==> config.mk <==
export PLATFORM = sky130hd
export DESIGN_NAME = nim_input_bank
export DESIGN_NICKNAME = d
export VERILOG_FILES = /design/src/rtl/nim_input_bank.sv
export SDC_FILE = /design/constraint.sdc
export NUM_CORES = 2
export LEC_CHECK = 0
export ABC_CLOCK_PERIOD_IN_PS = 11150
export CAP_MARGIN = 30
export CORE_ASPECT_RATIO = 0.5
export CORE_MARGIN = 2
export CORE_UTILIZATION = 50
export DETAILED_ROUTE_END_ITERATION = 10
export HOLD_SLACK_MARGIN = 0.15
export PLACE_DENSITY = 0.7
export SLEW_MARGIN = 10
export SYNTH_ARGS = -nofsm -noshare
export SYNTH_HDL_FRONTEND = slang
export SYNTH_SLANG_ARGS = --single-unit
==> constraint.sdc <==
create_clock -name clk -period 11.15 [get_ports clk]
set_input_delay 1.6725 -clock clk [delete_from_list [all_inputs] [get_ports clk]]
set_output_delay 1.6725 -clock clk [all_outputs]
set_load 0.01 [all_outputs]
==> src/rtl/nim_input_bank.sv <==
// nim_input_bank: multi-channel NIM front-end conditioning bank.
// Per channel: polarity select, masked pattern match on an input history,
// rising-edge trigger with holdoff, pulse stretch and a programmable delay
// line. Also provides saturating per-channel trigger/holdoff counters and a
// masked N-fold coincidence output.
// Optional feature macro: NIM_GATE_EN (adds gate_in and gated_cnt).
module nim_input_bank #(
   parameter int NCH     = 4,
   parameter int PAT_W   = 8,
   parameter int DELAY_W = 7,
   parameter int STR_W   = 8,
   parameter int CNT_W   = 32
) (
   input  logic                   clk,
   input  logic                   reset_n,
   input  logic [NCH-1:0]         trig_in,
   input  logic [NCH-1:0]         invert,
   input  logic [NCH*PAT_W-1:0]   mask,
   input  logic [NCH*PAT_W-1:0]   trig_pattern,
   input  logic [NCH*STR_W-1:0]   stretch,
   input  logic [NCH*STR_W-1:0]   holdoff,
   input  logic [NCH*DELAY_W-1:0] delay,
   input  logic [NCH-1:0]         coinc_mask,
   input  logic [NCH-1:0]         reset_cnt,
`ifdef NIM_GATE_EN
   input  logic                   gate_in,
   output logic [31:0]            gated_cnt,
`endif
   output logic [NCH-1:0]         trig_out,
   output logic                   coinc_out,
   output logic [NCH*CNT_W-1:0]   count,
   output logic [NCH*16-1:0]      holdoff_cnt
);

   localparam int DEPTH = 1 << DELAY_W;
   localparam logic [STR_W-1:0]   STR_ONE = STR_W'(1);
   localparam logic [CNT_W-1:0]   CNT_ONE = CNT_W'(1);
   localparam logic [DELAY_W-1:0] DLY_ONE = DELAY_W'(1);

   // A channel with an all-zero mask is disabled and never matches.
   function automatic logic pat_match(input logic [PAT_W-1:0] h,
                                      input logic [PAT_W-1:0] p,
                                      input logic [PAT_W-1:0] m);
      return (|m) & (&(~(h ^ p) | ~m));
   endfunction

   function automatic logic [CNT_W-1:0] sat_inc_cnt(input logic [CNT_W-1:0] v);
      return (&v) ? v : v + CNT_ONE;
   endfunction

   function automatic logic [15:0] sat_inc16(input logic [15:0] v);
      return (&v) ? v : v + 16'd1;
   endfunction

   function automatic logic [STR_W-1:0] dec_to_zero(input logic [STR_W-1:0] v);
      return (v == '0) ? v : v - STR_ONE;
   endfunction

   // Registered configuration copies
   logic [NCH-1:0]         invert_q;
   logic [NCH-1:0]         coinc_mask_q;
   logic [NCH*PAT_W-1:0]   mask_q;
   logic [NCH*PAT_W-1:0]   pattern_q;
   logic [NCH*STR_W-1:0]   stretch_q;
   logic [NCH*STR_W-1:0]   holdoff_q;
   logic [NCH*DELAY_W-1:0] delay_q;

   // Channel state
   logic [PAT_W-1:0] hist_q  [NCH];
   logic [PAT_W-1:0] hist_d  [NCH];
   logic [STR_W-1:0] hcnt_q  [NCH];
   logic [STR_W-1:0] hcnt_d  [NCH];
   logic [STR_W-1:0] scnt_q  [NCH];
   logic [STR_W-1:0] scnt_d  [NCH];
   logic [CNT_W-1:0] cnt_q   [NCH];
   logic [CNT_W-1:0] cnt_d   [NCH];
   logic [15:0]      hsup_q  [NCH];
   logic [15:0]      hsup_d  [NCH];
   logic [NCH-1:0]   match_q, match_d;
   logic [NCH-1:0]   pulse_q, pulse_d;
   logic [NCH-1:0]   trig_q, trig_d;
   logic             coinc_q, coinc_d;

   // Delay line: one ring per channel, sharing a single write pointer
   logic [NCH-1:0]     ring_q [DEPTH];
   logic [DELAY_W-1:0] wptr_q, wptr_d;
   logic [DELAY_W-1:0] rd_idx [NCH];

   logic [NCH-1:0] pol;
   logic [NCH-1:0] cand;
   logic [NCH-1:0] accept;
   logic [NCH-1:0] suppress;
   logic           gate_ok;

`ifdef NIM_GATE_EN
   logic           gate_q;
   logic [31:0]    gated_q, gated_d;
   logic [NCH-1:0] dropped;
`endif

   // Polarity, pattern match, edge detect and trigger accept/suppress decision
   always_comb begin
      pol      = trig_in ^ invert_q;
      match_d  = '0;
      cand     = '0;
      accept   = '0;
      suppress = '0;
`ifdef NIM_GATE_EN
      gate_ok  = gate_q;
      dropped  = '0;
`else
      gate_ok  = 1'b1;
`endif
      for (int i = 0; i < NCH; i++) begin
         match_d[i]  = pat_match(hist_q[i], pattern_q[i*PAT_W +: PAT_W],
                                 mask_q[i*PAT_W +: PAT_W]);
         cand[i]     = match_d[i] & ~match_q[i];
         accept[i]   = cand[i] & gate_ok & (hcnt_q[i] == '0);
         suppress[i] = cand[i] & gate_ok & (hcnt_q[i] != '0);
`ifdef NIM_GATE_EN
         dropped[i]  = cand[i] & ~gate_ok;
`endif
      end
   end

   // Next state for history, holdoff/stretch counters, pulse, delay tap and counters
   always_comb begin
      hist_d  = '{default: '0};
      hcnt_d  = '{default: '0};
      scnt_d  = '{default: '0};
      cnt_d   = '{default: '0};
      hsup_d  = '{default: '0};
      rd_idx  = '{default: '0};
      pulse_d = '0;
      trig_d  = '0;
      wptr_d  = wptr_q + DLY_ONE;
      coinc_d = (|coinc_mask_q) & (&(trig_q | ~coinc_mask_q));
      for (int i = 0; i < NCH; i++) begin
         hist_d[i] = {hist_q[i][PAT_W-2:0], pol[i]};
         // a suppressed candidate leaves the holdoff counter running down
         hcnt_d[i] = accept[i] ? holdoff_q[i*STR_W +: STR_W] : dec_to_zero(hcnt_q[i]);
         // an accepted trigger during an active stretch restarts it
         scnt_d[i] = accept[i] ? stretch_q[i*STR_W +: STR_W] : dec_to_zero(scnt_q[i]);
         // zero stretch length passes the polarity-corrected input straight through
         pulse_d[i] = (stretch_q[i*STR_W +: STR_W] == '0) ? pol[i] : (scnt_q[i] != '0);
         rd_idx[i]  = wptr_q - delay_q[i*DELAY_W +: DELAY_W];
         trig_d[i]  = (delay_q[i*DELAY_W +: DELAY_W] == '0) ? pulse_q[i]
                                                           : ring_q[rd_idx[i]][i];
         // counter clear wins over a simultaneous increment
         if (reset_cnt[i]) begin
            cnt_d[i]  = '0;
            hsup_d[i] = '0;
         end else begin
            cnt_d[i]  = accept[i]   ? sat_inc_cnt(cnt_q[i]) : cnt_q[i];
            hsup_d[i] = suppress[i] ? sat_inc16(hsup_q[i])  : hsup_q[i];
         end
      end
   end

`ifdef NIM_GATE_EN
   // Count candidates dropped by a closed gate; cleared together with channel 0
   always_comb begin
      gated_d = gated_q;
      for (int i = 0; i < NCH; i++) begin
         if (dropped[i]) begin
            gated_d = (&gated_d) ? gated_d : gated_d + 32'd1;
         end
      end
      if (reset_cnt[0]) begin
         gated_d = '0;
      end
   end
`endif

   // Configuration capture: all logic works from these copies
   always_ff @(posedge clk or negedge reset_n) begin
      if (!reset_n) begin
         invert_q     <= '0;
         coinc_mask_q <= '0;
         mask_q       <= '0;
         pattern_q    <= '0;
         stretch_q    <= '0;
         holdoff_q    <= '0;
         delay_q      <= '0;
`ifdef NIM_GATE_EN
         gate_q       <= 1'b0;
`endif
      end else begin
         invert_q     <= invert;
         coinc_mask_q <= coinc_mask;
         mask_q       <= mask;
         pattern_q    <= trig_pattern;
         stretch_q    <= stretch;
         holdoff_q    <= holdoff;
         delay_q      <= delay;
`ifdef NIM_GATE_EN
         gate_q       <= gate_in;
`endif
      end
   end

   // Per-channel conditioning state and counters
   always_ff @(posedge clk or negedge reset_n) begin
      if (!reset_n) begin
         hist_q  <= '{default: '0};
         hcnt_q  <= '{default: '0};
         scnt_q  <= '{default: '0};
         cnt_q   <= '{default: '0};
         hsup_q  <= '{default: '0};
         match_q <= '0;
         pulse_q <= '0;
`ifdef NIM_GATE_EN
         gated_q <= '0;
`endif
      end else begin
         hist_q  <= hist_d;
         hcnt_q  <= hcnt_d;
         scnt_q  <= scnt_d;
         cnt_q   <= cnt_d;
         hsup_q  <= hsup_d;
         match_q <= match_d;
         pulse_q <= pulse_d;
`ifdef NIM_GATE_EN
         gated_q <= gated_d;
`endif
      end
   end

   // Delay-line rings and shared write pointer
   always_ff @(posedge clk or negedge reset_n) begin
      if (!reset_n) begin
         for (int k = 0; k < DEPTH; k++) begin
            ring_q[k] <= '0;
         end
         wptr_q <= '0;
      end else begin
         ring_q[wptr_q] <= pulse_q;
         wptr_q         <= wptr_d;
      end
   end

   // Output registers: delayed triggers and coincidence one cycle behind them
   always_ff @(posedge clk or negedge reset_n) begin
      if (!reset_n) begin
         trig_q  <= '0;
         coinc_q <= 1'b0;
      end else begin
         trig_q  <= trig_d;
         coinc_q <= coinc_d;
      end
   end

   // Pack per-channel counters onto the flat output buses
   always_comb begin
      count       = '0;
      holdoff_cnt = '0;
      for (int i = 0; i < NCH; i++) begin
         count[i*CNT_W +: CNT_W] = cnt_q[i];
         holdoff_cnt[i*16 +: 16] = hsup_q[i];
      end
   end

   assign trig_out  = trig_q;
   assign coinc_out = coinc_q;
`ifdef NIM_GATE_EN
   assign gated_cnt = gated_q;
`endif

endmodule

# Word level (Yosys, flattened, before mapping)
# Cells that the tools add are included.
# op_classes
add_sub_neg,21
magnitude_cmp,6
eq_ne,16
muxes,63
bitwise,45
n_reduce_logical,59
# ops
operator,n
512-bit bitwise mux,1
32-bit two-way mux,12
16-bit two-way mux,12
"32-bit by 1-bit adder with 32-bit output, second input constant",4
8-bit two-way mux,16
32-bit AND reduction,4
4-bit binary-select mux with 7-bit select,4
8-bit zero test,12
"16-bit by 1-bit adder with 16-bit output, second input constant",4
8-bit inverter,8
16-bit AND reduction,4
8-bit nonzero test,8
"8-bit by 1-bit subtractor with 8-bit output, second input constant",8
"8-bit greater-or-equal comparator, second input constant",5
7-bit inverter with 8-bit output,5
"2-bit inequality test, second input constant",16
8-bit bitwise OR,4
8-bit AND reduction,4
8-bit OR reduction,4
8-bit XOR,4
4-bit demux with 7-bit select,1
7-bit zero test,4
7-bit subtractor,4
1-bit AND,17
15 further kinds,45
# totals
reg_bits,984
inputBits,174
output_inout_bits,197

# Longest topological paths before layout
# depth
ltp_word,9
mapped_depth,13

# Worst setup path after synthesis
# No wires, ideal clock.
# synth_timing
kind,flip-flop to flip-flop
from,reg wptr_q[0]
to,reg trig_q[3] (netlist: trig_out[3])
setup_time_ns,0.094
arrival_ns,3.572
required_ns,11.056
setup_slack_ns,7.484
stages_incl_launch_ff,13
path_buffers,1
path_cell_list,dfrtp_1 -> clkbuf_1 -> clkinv_1 -> ha_1 -> fa_1 -> nand2b_1 -> a21oi_1 -> o32ai_1 -> a311oi_4 -> mux2_2 -> a21bo_2 -> o211a_1 -> a211oi_1
# synth_between
elab_chain_len,6
# synth_rtl
item,line,source
from (decl),86,"logic [DELAY_W-1:0] wptr_q, wptr_d;"
from (signal assigned),238,wptr_q <= wptr_d;
7-bit subtractor,146,rd_idx[i] = wptr_q - delay_q[i*DELAY_W +: DELAY_W];
7-bit inverter with 8-bit output (not written as such),148,: ring_q[rd_idx[i]][i];
4-bit binary-select mux with 7-bit select,148,
4-bit two-way mux (not written as such) (2 in a row),148,
1-bit two-way mux,147,trig_d[i] = (delay_q[i*DELAY_W +: DELAY_W] == '0) ? pulse_q[i]
named net trig_d[3],81,"logic [NCH-1:0] trig_q, trig_d;"
to (signal assigned),248,trig_q <= trig_d;
to (decl),81,
# The timed path passes the listed nets, and every way through them passes these cells. The select of a mux whose other input is x is not followed.
# A chain may end at the register's enable or synchronous reset.

# Worst setup path in the final report
# layout_timing
from,reg wptr_q[1]
to,reg trig_q[3] (netlist: trig_out[3])
# Same word-level chain as after synthesis.

==> results_dict.tcl <==
set metrics [dict create \
    sw_frac_of_total_pct 24.9 \
    nNetsFinal 3939 \
    pwr-share-comb_pct 10.5 \
    clk_path_buf_depth 3 \
    multi_input_area_sq_mm 0.0186 \
    path_cells "clkinv_1 > fa_2 > nand2b_1 > a21oi_1 > o32ai_1 > a311oi_4 > mux2_2 > a21bo_2 > o211a_1 > a211oi_1" \
    num-fill-cells 6709 \
    grt_pass1_vias 29000 \
    status "completed" \
    insertion_delay_ns 0.68 \
    cp-start-kind "flop" \
    areaGrowthSynthToFinish_pct 18.7 \
    fmax_mhz 227 \
    syn_area_per_cell_sq_um 13.1 \
    cts.repair.resized 0 \
    htree_levels 3 \
    layout_min_cycle_time_ns 4.40 \
    routabilityCongestion 0.870 \
    min_path_type "reg -> reg" \
    critical_path.max_stage_delay_ns 0.72 \
    grt_pass1_wl_mm 174 \
    path_class "reg -> reg" \
    postCtsSetupBuffers 0 \
    drt-total-wl_mm 110 \
    grt_max_degree 175 \
    synthArstFlopShare_pct 100 \
    holdBufCountCts 0 \
    dp_hpwl_mm 74.8 \
    syn_inst 3365 \
    drc 0 \
    core_area_sq_mm 0.0866 \
    cts.reportedPaths.clkPinSlew_ns 0.07 \
    crit_path_end "trig_out[3]$_DFF_PN0_" \
    rsz0062_at_grt "false" \
    power_density_mw_per_mm2 155 \
    pin_count 371 \
    end_kind "flop" \
    skew_ns 0.0287 \
    ys.warnings.count 0 \
    p_seq_share_pct 49.6 \
    grt_usage_pct 24.8 \
    cp_slowest_cell "a311oi_4" \
    p_leak_uw 0.0218 \
    seq_area_sq_mm 0.0246 \
    crit_start "wptr_q[1]$_DFF_PN0_" \
    power.internal_uw 6080 \
    ys_ff_latch 984 \
    num_rows 76 \
    crit_fanout 13 \
    drt_iter0_markers 2594 \
    die_area_sq_mm 0.0905 \
    synth_nets 3588 \
    timing.rr.end "trig_out[3]$_DFF_PN0_" \
    place_ws_ns 6.68 \
    drv_slew 0 \
    overflow 0 \
    finalSetupViolations 0 \
    reg2reg_from "wptr_q[1]$_DFF_PN0_" \
    postLayoutSetupSlackWorst_ns 6.75 \
    cts_tree "built" \
    netlist_area_sq_mm 0.0440 \
    rr_worst_depth 10 \
    timing.setup.tns_ns 0 \
    worst_slew_pin_slew_ns 1.04 \
    period_share_pct 39.4 \
    hold_viol_final 0 \
    switchingPower_uw 2010 \
    rrSetupSlack_ns 6.75 \
    clkPwrFrac_pct 40.0 \
    mostFrequentLayoutCell "dfrtp_1" \
    cts_sinks 984 \
    synth_ff_type "dfrtp_1" \
    vdd_drop_max_uv 136 \
    yosysUniqueCellTypes 65 \
    firstDrtPassIters 6 \
    synth-edff-count 0 \
    die_w_microns 423 \
    viasPerCell 5.75 \
    synth_seq_area_share_pct 56.0 \
    cts_made_buffers 87 \
    start_util_pct 50.8 \
    cp.required_ns 11.73 \
    antenna_found_initial 6 \
    arrival_ns 4.98 \
    antenna_left 0 \
    layout-drive-gt1-share_pct 23.9 \
    maxCapViolations 0 \
    vias 28500 \
    die_h_microns 214 \
    cts_root_buffer "clkbuf_16" \
    wire_per_inst_microns 22.3 \
    layout_common_cells "980 x dfrtp_1, 516 x mux2_2, 369 x clkdlybuf4s50_1" \
    maxSlewHeadroom_pct 30.9 \
    port_buffers 370 \
]
worst max-delay path: cells and delay by family, from the launching register on:
family / cells / cell delay (ns)
AND/OR/NAND/NOR: 1 / 0.17
buffers and inverters: 1 / 0.58
AO/OA/AOI/OAI: 6 / 1.86
multiplexers: 1 / 0.43
flip-flops: 1 / 0.65
adder cells (fa/ha/maj): 1 / 0.59
layout make-up:
type / instances / area share, %
Clock inverter: 36 / 0.992
Multi-Input combinational cell: 2154 / 35.6
Timing Repair Buffer: 415 / 8.01
Sequential cell: 984 / 47.2
Tap cell: 1170 / 2.80
Clock buffer: 121 / 4.84
Inverter: 74 / 0.532
Antenna cell: 4 / 0.0192
state kept, by name, indices dropped and copies added, names as in the netlist, 28 cells and up:
register     count
mask_q          32
hist_d          28
delay_q         28
pattern_q       32
ring_q         512
holdoff_cnt     64
scnt_q          32
holdoff_q       32
count          128
hcnt_q          32
stretch_q       32
through the flow:
step	instances	instance area (sq um)	hold WS [ns]	util, %	total power, uW
finish	4958	52200	0.391	60.3	8100
global route	4956	52200	0.399	60.3	8440
CTS	4945	52100	0.393	60.1	8170
detailed placement	4788	49000	0.379	56.6	4920
global placement	4787	49000	0.376	56.5	4870
floorplan	3365	44000	0.372	-	4570
cell families (layout without fill, tap and decap cells):
kind of cell	Yosys count	in the layout	synth area share (%)
other cells	0	4	0
xor+xnor	257	257	5.12
flops	984	984	56.0
fa+ha+maj	49	49	1.46
buf+inv	227	646	1.98
simple gates	942	942	10.4
compound gates	189	189	2.87
mux	717	717	22.2
metal layers:
layer	wire [microns]	GRT usage, %	vias to the layer above
li1	-	-	12700
met5	34	0	-
met2	51800	39.5	835
met3	7740	6.37	162
met1	48300	34.7	14800
met4	2530	5.52	4
power by group through the flow:
stage	clock [uW]	sequential, uW	combinational [uW]
after floorplan	0	4000	567
after global placement	0	4060	809
after detailed placement	0	4070	847
after CTS	3300	4010	854
after global routing	3460	4040	946
final	3240	4010	846
synth_stat cells, drive strengths merged, types with 55 or more instances:
library cell  number  share of area (%)
nor2             293                2.5
nor3              70               0.83
nand4             63               0.90
nand2            234                2.0
mux2             516                 13
nand3             69               0.79
and3              55               0.78
xnor2            107                2.1
mux4             157                8.0
clkbuf           135                1.2
inv               72               0.61
dfrtp            984                 56
xor2             150                3.0
how the worst min path moves through the flow:
stage,depth (start not counted),endpoint,start
floorplan,0,hist_d[10]$_DFF_PN0_,hist_d[9]$_DFF_PN0_
global placement,0,hist_d[26]$_DFF_PN0_,hist_d[25]$_DFF_PN0_
detailed placement,0,hist_d[26]$_DFF_PN0_,hist_d[25]$_DFF_PN0_
CTS,0,hist_d[14]$_DFF_PN0_,hist_d[13]$_DFF_PN0_
global route,0,hist_d[15]$_DFF_PN0_,hist_d[14]$_DFF_PN0_
finish,0,hist_d[14]$_DFF_PN0_,hist_d[13]$_DFF_PN0_
No activity file was read; power rests on OpenSTA's default activity.
